==> src/rtl/pipeline_output_merger_if.sv <==
// pipeline_output_merger_if
//   Bundles the pipeline-side inputs, flush controls, merged ready/valid
//   output channel and status outputs of pipeline_output_merger.
//   master : producer/consumer side (drives pipe_*, flush_*, merged_ready)
//   slave  : merger side (drives merged_*, count_*, overflow)
interface pipeline_output_merger_if #(
   parameter int DATA_W = 32,
   parameter int CNT_W  = 3
);
   logic [DATA_W-1:0] pipe_data_1;
   logic [DATA_W-1:0] pipe_data_2;
   logic [1:0]        pipe_valid;
   logic              flush_1;
   logic              flush_2;
   logic [DATA_W-1:0] merged_data;
   logic              merged_src;
   logic              merged_valid;
   logic              merged_ready;
   logic [CNT_W-1:0]  count_1;
   logic [CNT_W-1:0]  count_2;
   logic [1:0]        overflow;

   modport master (
      output pipe_data_1, pipe_data_2, pipe_valid, flush_1, flush_2, merged_ready,
      input  merged_data, merged_src, merged_valid, count_1, count_2, overflow
   );

   modport slave (
      input  pipe_data_1, pipe_data_2, pipe_valid, flush_1, flush_2, merged_ready,
      output merged_data, merged_src, merged_valid, count_1, count_2, overflow
   );
endinterface

==> src/rtl/pipeline_output_merger.sv <==
// pipeline_output_merger
//   Buffers two non-back-pressurable pipeline result streams in per-channel
//   FIFOs and merges them round-robin onto one registered ready/valid
//   channel, tagging each word with its source (0 = pipe 1, 1 = pipe 2).
//   Ports:
//     clk, reset : single clock, synchronous active-high reset
//     bus        : pipeline_output_merger_if.slave
//                  (pipe_data_1/2, pipe_valid[1:0], flush_1/2, merged_ready in;
//                   merged_data, merged_src, merged_valid, count_1/2,
//                   overflow[1:0] out)

// One channel FIFO. Full/empty come from the occupancy counter, so the
// pointers simply wrap. A write into a full FIFO is still taken when the
// same cycle pops, since a slot frees up at that edge.
module pom_chan #(
   parameter int DATA_W = 32,
   parameter int DEPTH  = 4,
   parameter int CNT_W  = $clog2(DEPTH) + 1
) (
   input  logic              clk,
   input  logic              reset,
   input  logic              wr_valid,
   input  logic [DATA_W-1:0] wr_data,
   input  logic              flush,
   input  logic              pop,
   output logic [DATA_W-1:0] head,
   output logic [CNT_W-1:0]  count,
   output logic              ovf
);
   localparam int AW = $clog2(DEPTH);

   logic [DATA_W-1:0] mem [DEPTH];
   logic [AW-1:0]     wptr, rptr;
   logic              full, wr_ok;

   assign full  = (count == CNT_W'(DEPTH));
   // flushed writes vanish silently; they are not overflows
   assign wr_ok = wr_valid && !flush && (!full || pop);
   assign head  = mem[rptr];

   always_ff @(posedge clk) begin
      if (wr_ok) mem[wptr] <= wr_data;
   end

   always_ff @(posedge clk) begin
      if (reset) begin
         wptr  <= '0;
         rptr  <= '0;
         count <= '0;
         ovf   <= 1'b0;
      end else if (flush) begin
         wptr  <= '0;
         rptr  <= '0;
         count <= '0;
      end else begin
         if (wr_ok) wptr <= wptr + 1'b1;
         if (pop)   rptr <= rptr + 1'b1;
         count <= count + CNT_W'(wr_ok) - CNT_W'(pop);
         if (wr_valid && !wr_ok) ovf <= 1'b1;
      end
   end
endmodule

module pipeline_output_merger #(
   parameter int DATA_W = 32,
   parameter int DEPTH  = 4
) (
   input logic clk,
   input logic reset,
   pipeline_output_merger_if.slave bus
);
   localparam int CNT_W = $clog2(DEPTH) + 1;

   logic [1:0][DATA_W-1:0] wr_data, head;
   logic [1:0][CNT_W-1:0]  cnt;
   logic [1:0]             flush, avail, pop, ovf;
   logic                   load, sel, last_grant;

   assign wr_data[0] = bus.pipe_data_1;
   assign wr_data[1] = bus.pipe_data_2;
   assign flush      = {bus.flush_2, bus.flush_1};

   for (genvar i = 0; i < 2; i++) begin : g_chan
      pom_chan #(.DATA_W(DATA_W), .DEPTH(DEPTH), .CNT_W(CNT_W)) u_chan (
         .clk      (clk),
         .reset    (reset),
         .wr_valid (bus.pipe_valid[i]),
         .wr_data  (wr_data[i]),
         .flush    (flush[i]),
         .pop      (pop[i]),
         .head     (head[i]),
         .count    (cnt[i]),
         .ovf      (ovf[i])
      );
   end

   // A channel being flushed this cycle is invisible to the arbiter.
   always_comb begin
      avail = '0;
      for (int i = 0; i < 2; i++) avail[i] = (cnt[i] != '0) && !flush[i];
      load = (!bus.merged_valid || bus.merged_ready) && (avail != 2'b00);
      // tie goes to the channel that did not win last time
      sel  = (&avail) ? ~last_grant : avail[1];
      pop  = '0;
      if (load) pop[sel] = 1'b1;
   end

   always_ff @(posedge clk) begin
      if (reset) begin
         bus.merged_data  <= '0;
         bus.merged_src   <= 1'b0;
         bus.merged_valid <= 1'b0;
         last_grant       <= 1'b1;
      end else if (load) begin
         bus.merged_data  <= head[sel];
         bus.merged_src   <= sel;
         bus.merged_valid <= 1'b1;
         last_grant       <= sel;
      end else if (bus.merged_ready) begin
         bus.merged_valid <= 1'b0;
      end
   end

   assign bus.count_1  = cnt[0];
   assign bus.count_2  = cnt[1];
   assign bus.overflow = ovf;
endmodule

==> src/flat_wrapper.sv <==
// flat-port wrapper written by rule: the top's interface ports become plain ports
module pipeline_output_merger_flat 
#(
   parameter int DATA_W = 32,
   parameter int DEPTH  = 4
)
  (clk, reset, bus_pipe_data_1, bus_pipe_data_2, bus_pipe_valid, bus_flush_1, bus_flush_2, bus_merged_ready, bus_merged_data, bus_merged_src, bus_merged_valid, bus_count_1, bus_count_2, bus_overflow);
  pipeline_output_merger_if #(.DATA_W(DATA_W), .CNT_W(3)) bus_i ();
  input logic clk;
  input logic reset;
  input wire logic [$bits(bus_i.pipe_data_1)-1:0] bus_pipe_data_1;
  input wire logic [$bits(bus_i.pipe_data_2)-1:0] bus_pipe_data_2;
  input wire logic [$bits(bus_i.pipe_valid)-1:0] bus_pipe_valid;
  input wire logic [$bits(bus_i.flush_1)-1:0] bus_flush_1;
  input wire logic [$bits(bus_i.flush_2)-1:0] bus_flush_2;
  input wire logic [$bits(bus_i.merged_ready)-1:0] bus_merged_ready;
  output wire logic [$bits(bus_i.merged_data)-1:0] bus_merged_data;
  output wire logic [$bits(bus_i.merged_src)-1:0] bus_merged_src;
  output wire logic [$bits(bus_i.merged_valid)-1:0] bus_merged_valid;
  output wire logic [$bits(bus_i.count_1)-1:0] bus_count_1;
  output wire logic [$bits(bus_i.count_2)-1:0] bus_count_2;
  output wire logic [$bits(bus_i.overflow)-1:0] bus_overflow;
  assign bus_i.pipe_data_1 = bus_pipe_data_1;
  assign bus_i.pipe_data_2 = bus_pipe_data_2;
  assign bus_i.pipe_valid = bus_pipe_valid;
  assign bus_i.flush_1 = bus_flush_1;
  assign bus_i.flush_2 = bus_flush_2;
  assign bus_i.merged_ready = bus_merged_ready;
  assign bus_merged_data = bus_i.merged_data;
  assign bus_merged_src = bus_i.merged_src;
  assign bus_merged_valid = bus_i.merged_valid;
  assign bus_count_1 = bus_i.count_1;
  assign bus_count_2 = bus_i.count_2;
  assign bus_overflow = bus_i.overflow;
  pipeline_output_merger #(.DATA_W(DATA_W), .DEPTH(DEPTH)) u_core (.clk(clk), .reset(reset), .bus(bus_i));
endmodule
==> config.mk <==
export PLATFORM = sky130hd
export DESIGN_NAME = pipeline_output_merger_flat
export DESIGN_NICKNAME = d
export VERILOG_FILES = /design/src/rtl/pipeline_output_merger_if.sv /design/src/rtl/pipeline_output_merger.sv /design/src/flat_wrapper.sv
export SDC_FILE = /design/constraint.sdc
export NUM_CORES = 1
export LEC_CHECK = 0
export CAP_MARGIN = 15
export CORE_MARGIN = 10
export CORE_UTILIZATION = 50
export DETAILED_ROUTE_END_ITERATION = 8
export PLACE_DENSITY = 0.72
export SLEW_MARGIN = 20
export SYNTH_ARGS = -nofsm -noshare
export SYNTH_HDL_FRONTEND = slang
export SYNTH_SLANG_ARGS = --single-unit
export TNS_END_PERCENT = 100
==> constraint.sdc <==
create_clock -name clk -period 4.3 [get_ports clk]
set_clock_uncertainty 0.15 [all_clocks]
set_input_delay 0.86 -clock clk [delete_from_list [all_inputs] [get_ports clk]]
set_output_delay 0.86 -clock clk [all_outputs]
set_load 0.02 [all_outputs]
### Word-level counts from Yosys, hierarchy flattened

Memory sizes are Yosys's and may differ from the RTL's. A register that Yosys moved wholly into a read port is not among the register bits.
Index checks and enable logic that the tools add are counted.

* bits in registers: 51
* bits in writable memories: 256
* output and inout bits: 42
* logic and storage cells: 74
* memories kept: 2

Memory list
* u_core.g_chan[0].u_chan.mem: depth 4, bits a word 32, rd ports 1, clocked after Yosys merged registers in 1, wr ports 1, line pipeline_output_merger.sv:32 `logic [DATA_W-1:0] mem [DEPTH];`
* u_core.g_chan[1].u_chan.mem: depth 4, bits a word 32, rd ports 1, clocked after Yosys merged registers in 1, wr ports 1, line pipeline_output_merger.sv:32

* add/sub/neg operators: 8
* order comparisons: 2
* eq/ne operators: 2
* multiplexer cells: 16
* bitwise logic cells: 3
* reductions and logical operators: 29

Operators by type and width (count)
* 2-to-1 mux 32 bit: 2
* logical AND 1 bit: 10
* 2-to-1 mux 2 bit: 5
* adder 2 x 1 -> 2 bit, second input constant: 4
* 2-to-1 mux 1 bit: 8
* logical NOT 1 bit: 7
* adder 3 x 1 -> 3 bit: 2
* == test 3 bit, second input constant: 2
* AND reduction 2 bit: 3
* nonzero test 3 bit: 2
* subtractor 3 x 1 -> 3 bit: 2
* nonzero test 2 bit: 2
* OR reduction 2 bit: 2
* logical OR 1 bit: 3
* NOT 1 bit: 3
* less-than comparator 1 x 2 -> 1 bit, second input constant: 1
* demux 1 bit (select 1 bit): 1
* greater-or-equal comparator 1 bit, second input constant: 1

### Depth between registers and ports, before layout

* depth after elaboration: 14
* depth in mapped cells: 13

### Cells and area by module

Synthesis repeated with hierarchy kept, for this count alone.

* cell total of the unflattened synthesis: 571
* area total of the unflattened synthesis: 11782.6 um^2

By module, submodules not included
* pom_chan: instances 2, cells each 218, area each 5124.9 um^2, seq. area each 4043.9 um^2
* pipeline_output_merger: instances 1, cells each 135, area each 1532.7 um^2, seq. area each 700.7 um^2

### Worst setup path before layout

OpenSTA, ideal clock, no wires.

* path type: input to register
* start: input port bus_merged_ready
* end: register u_core.g_chan[0].u_chan.count[2]
* library setup time: 0.115 ns
* arrival: 3.108 ns
* required time: 4.035 ns
* slack: 0.926 ns
* stages: 12
* buffers on the path: 0
* cell sequence: and2b_1 -> a2111oi_4 -> o21a_4 -> inv_1 -> ha_1 -> inv_1 -> ha_1 -> inv_1 -> fa_1 -> xor2_1 -> xnor2_1 -> nor2_1

* cells in the longest elaborated chain, start to end: 7

Ends and longest elaborated chain
* start: declaration: line flat_wrapper.sv:16 `input wire logic [$bits(bus_i.merged_ready)-1:0] bus_merged_ready;`
* logical OR 1 bit (*): line pipeline_output_merger.sv:101 `load = (!bus.merged_valid || bus.merged_ready) && (avail != 2'b00);`
* logical AND 1 bit (*): line pipeline_output_merger.sv:101
* 2-to-1 mux 2 bit (*): line pipeline_output_merger.sv:105 `if (load) pop[sel] = 1'b1;`
* logical OR 1 bit: line pipeline_output_merger.sv:38 `assign wr_ok = wr_valid && !flush && (!full || pop);`
* logical AND 1 bit: line pipeline_output_merger.sv:38
* adder 3 x 1 -> 3 bit: line pipeline_output_merger.sv:58 `count <= count + CNT_W'(wr_ok) - CNT_W'(pop);`
* subtractor 3 x 1 -> 3 bit (*): line pipeline_output_merger.sv:58
* end signal: assignment: line pipeline_output_merger.sv:58
* end: declaration: line pipeline_output_merger.sv:27 `output logic [CNT_W-1:0] count,`

Mark *: on every way between the ends. The rest lies on a longest branch, timed or not.
A chain may end at the register's enable or synchronous reset.

### Final worst setup path

* start: input port bus_merged_ready
* end: register u_core.g_chan[1].u_chan.count[2]

* cells in the longest elaborated chain, start to end: 7

Ends and longest elaborated chain (line)
* logical OR 1 bit (*): pipeline_output_merger.sv:101
* logical AND 1 bit (*): pipeline_output_merger.sv:101
* 2-to-1 mux 2 bit (*): pipeline_output_merger.sv:105
* logical OR 1 bit: pipeline_output_merger.sv:38
* logical AND 1 bit: pipeline_output_merger.sv:38
* adder 3 x 1 -> 3 bit: pipeline_output_merger.sv:58
* subtractor 3 x 1 -> 3 bit (*): pipeline_output_merger.sv:58
* end signal: assignment: pipeline_output_merger.sv:58
* end: declaration: pipeline_output_merger.sv:27

Marked as above.

==> flow_summary.json <==
{
  "status": "complete, no violations",
  "fin_crit_ns": 3.35,
  "grt_pass1_vias": 6595,
  "maxSlewViolCount": 0,
  "cts_resized": 0,
  "cts_made_buffers": 29,
  "cts_tree": "done",
  "whs_ns": 0.302,
  "synth_ff_type": "edfxtp_1",
  "multi_input_comb_area_um2": 2650,
  "design_area_um2": 14100,
  "globalplace.congestion": 0.780,
  "drive_gt1_frac": 0.195,
  "end_kind": "flip-flop",
  "fmax_ghz": 0.298,
  "setup_violations": 0,
  "dp_hpwl_mm": 15.3,
  "critical_path_class": "in2reg",
  "final.setup.tns_ns": 0,
  "cts_setup_buffers": 0,
  "hold_buffers": 0,
  "synth_enable_flop_cells": 256,
  "cp_max_fo": 4,
  "root_buffer": "clkbuf_16",
  "route.detailed.drc": 0,
  "drt_wl_total_mm": 25.4,
  "syn_avg_cell_area_um2": 19.2,
  "io_pins": 113,
  "ys_seq_elements": 311,
  "grt_setup_unrepaired": "no",
  "area_delta_synth_final_pct": 21.4,
  "slew_headroom": 0.350,
  "overflow": 0,
  "async_flop_share": 0,
  "die_w_um": 173,
  "power.total_mw": 6.43,
  "start_kind": "input pin",
  "grt_pass1_wl_mm": 39.5,
  "cp.required_ns": 4.54,
  "register_area_um2": 8790,
  "ant_nets": 0,
  "ir_drop_v": 0.000306,
  "antenna_found_initial": 2,
  "dpl_cell_area_um2": 13100,
  "p_leak_nw": 4.48,
  "worst_hold_path_type": "reg2reg",
  "cts_buffer_depth": 3,
  "worstMarginPinSlew_ns": 0.974,
  "clk_pin_slew_ns": 0.07,
  "via_per_inst": 5.67,
  "fin_nets": 814,
  "fillers": 1567,
  "design.core.area_um2": 22800,
  "power_density_nw_per_um2": 455,
  "grt.total_usage": 0.169,
  "syn_area_um2": 11600,
  "synth_fp_nets": 690,
  "firstDrtPassIters": 7,
  "port_buffers": 112,
  "grt_max_degree": 44,
  "drt_iter0_markers": 543,
  "synth-seq-area-share": 0.755,
  "final_hold_viol_count": 0,
  "wire_per_inst_um": 23.8,
  "insertion_delay_ns": 0.54,
  "ys_warn_count": 0,
  "dr_total_vias": 6042,
  "cts_sinks": 311,
  "synth_cells": 605,
  "cap_violations": 0,
  "dieArea_um2": 29800,
  "rows": 55,
  "h-tree-depth": 1,
  "initial_core_util": 0.511,
  "min_period_over_period": 0.779,
  "crit_arrival_ns": 3.59,
  "ys_types": 37,
  "die_h_um": 173
}
-- state kept, by name (all words and copies together), names as in the netlist, named ones only --
signal,count
u_core.last_grant,1
u_core.g_chan.u_chan.mem,256
u_core.bus.merged_valid,1
u_core.g_chan.u_chan.wptr,4
u_core.bus.merged_src,1
u_core.g_chan.u_chan.rptr,4
u_core.g_chan.u_chan.count,6
u_core.bus.merged_data,32
u_core.g_chan.u_chan.ovf,2
-- logic make-up (layout without fill, tap and decap cells) --
family / after synthesis / after routing / share of synthesized area
xor+xnor: 9 / 9 / 0.00678
other cells: 0 / 2 / 0
fa+ha+maj: 14 / 14 / 0.0163
flops: 311 / 311 / 0.755
compound gates: 76 / 76 / 0.0436
mux: 66 / 66 / 0.126
simple gates: 84 / 84 / 0.0337
buf+inv: 45 / 190 / 0.0187
-- per-stage QoR --
step           setup slack, ns  std cells   util
6_report                 0.949       1065  0.620
5_1_grt                  0.691       1064  0.620
4_1_cts                  0.931       1063  0.620
3_5_place_dp             0.376       1011  0.577
3_3_place_gp             0.439       1011  0.577
2_1_floorplan            0.926        605      -
-- where the power goes --
group / total, mW / switching, mW / internal, mW
registers: 3.38 / 0.0417 / 3.34
clock network: 2.58 / 1.07 / 1.51
logic: 0.462 / 0.245 / 0.218
total: 6.43 / 1.36 / 5.07
-- cells in the final DEF, fill, tap and decap left out, drive strengths merged, types with 2 or more instances in the layout --
cell type / Yosys / final
nor2b: 2 / 2
nand2b: 2 / 2
clkbuf: 17 / 36
mux2i: 2 / 2
nand2: 36 / 36
and2: 7 / 7
buf: 16 / 15
nor2: 19 / 19
edfxtp: 256 / 256
dfxtp: 55 / 55
clkinv: 0 / 12
inv: 12 / 13
fa: 2 / 2
nand3: 2 / 2
clkdlybuf4s50: 0 / 111
ha: 12 / 12
nor3: 7 / 7
a21boi: 2 / 2
xnor2: 6 / 6
mux4: 64 / 64
and3: 4 / 4
diode: 0 / 2
xor2: 3 / 3
a21oi: 36 / 36
a22oi: 32 / 32
bufinv: 0 / 3
o21ai: 2 / 2
-- metal layers --
metal | wire [µm] | global-route usage | up-vias
met4 | 483 | 0.0428 | 0
met3 | 2000 | 0.0405 | 40
li1 | - | - | 2648
met5 | 0 | 0 | -
met2 | 12600 | 0.282 | 241
met1 | 10300 | 0.219 | 3113
-- worst max-delay path: stages --
cell	delay (ns)
clkdlybuf4s50_1	0.47
and2b_1	0.22
nor3_1	0.29
a21boi_0	0.22
nor2_1	0.20
inv_1	0.06
ha_1	0.27
inv_1	0.04
ha_1	0.18
fa_1	0.38
xnor2_1	0.20
xnor2_1	0.14
nor3_1	0.06
-- layout make-up --
class	instances	share of cell area
Clock inverter	16	0.0122
Tap cell	313	0.0277
Inverter	12	0.00319
Timing Repair Buffer	126	0.0900
Clock buffer	36	0.0569
Antenna cell	2	0.000354
Sequential cell	311	0.622
Multi-Input combinational cell	249	0.187
-- Yosys cell counts (all sizes together), types with 7 or more instances --
library cell  count  share of area
dfxtp            55          0.095
nor2             19         0.0061
buf              16         0.0094
a21oi            36          0.015
a22oi            32          0.021
inv              12         0.0039
edfxtp          256           0.66
nor3              7         0.0030
and2              7         0.0042
ha               12          0.013
clkbuf           17         0.0055
mux4             64           0.12
nand2            36          0.012
-- worst paths after layout --
kind	from	to	slack [ns]	depth (start not counted)
worst min register to register	u_core.bus.merged_data[6]	u_core.bus.merged_data[6]	0.30	2
worst max-delay path	bus_merged_ready	u_core.g_chan[1].u_chan.count[2]	0.95	13
worst max register to register	u_core.g_chan[0].u_chan.count[1]	u_core.g_chan[1].u_chan.count[2]	1.26	12
worst min-delay path	u_core.bus.merged_data[6]	u_core.bus.merged_data[6]	0.30	2
Note: power is estimated with default switching activity, not from simulation.
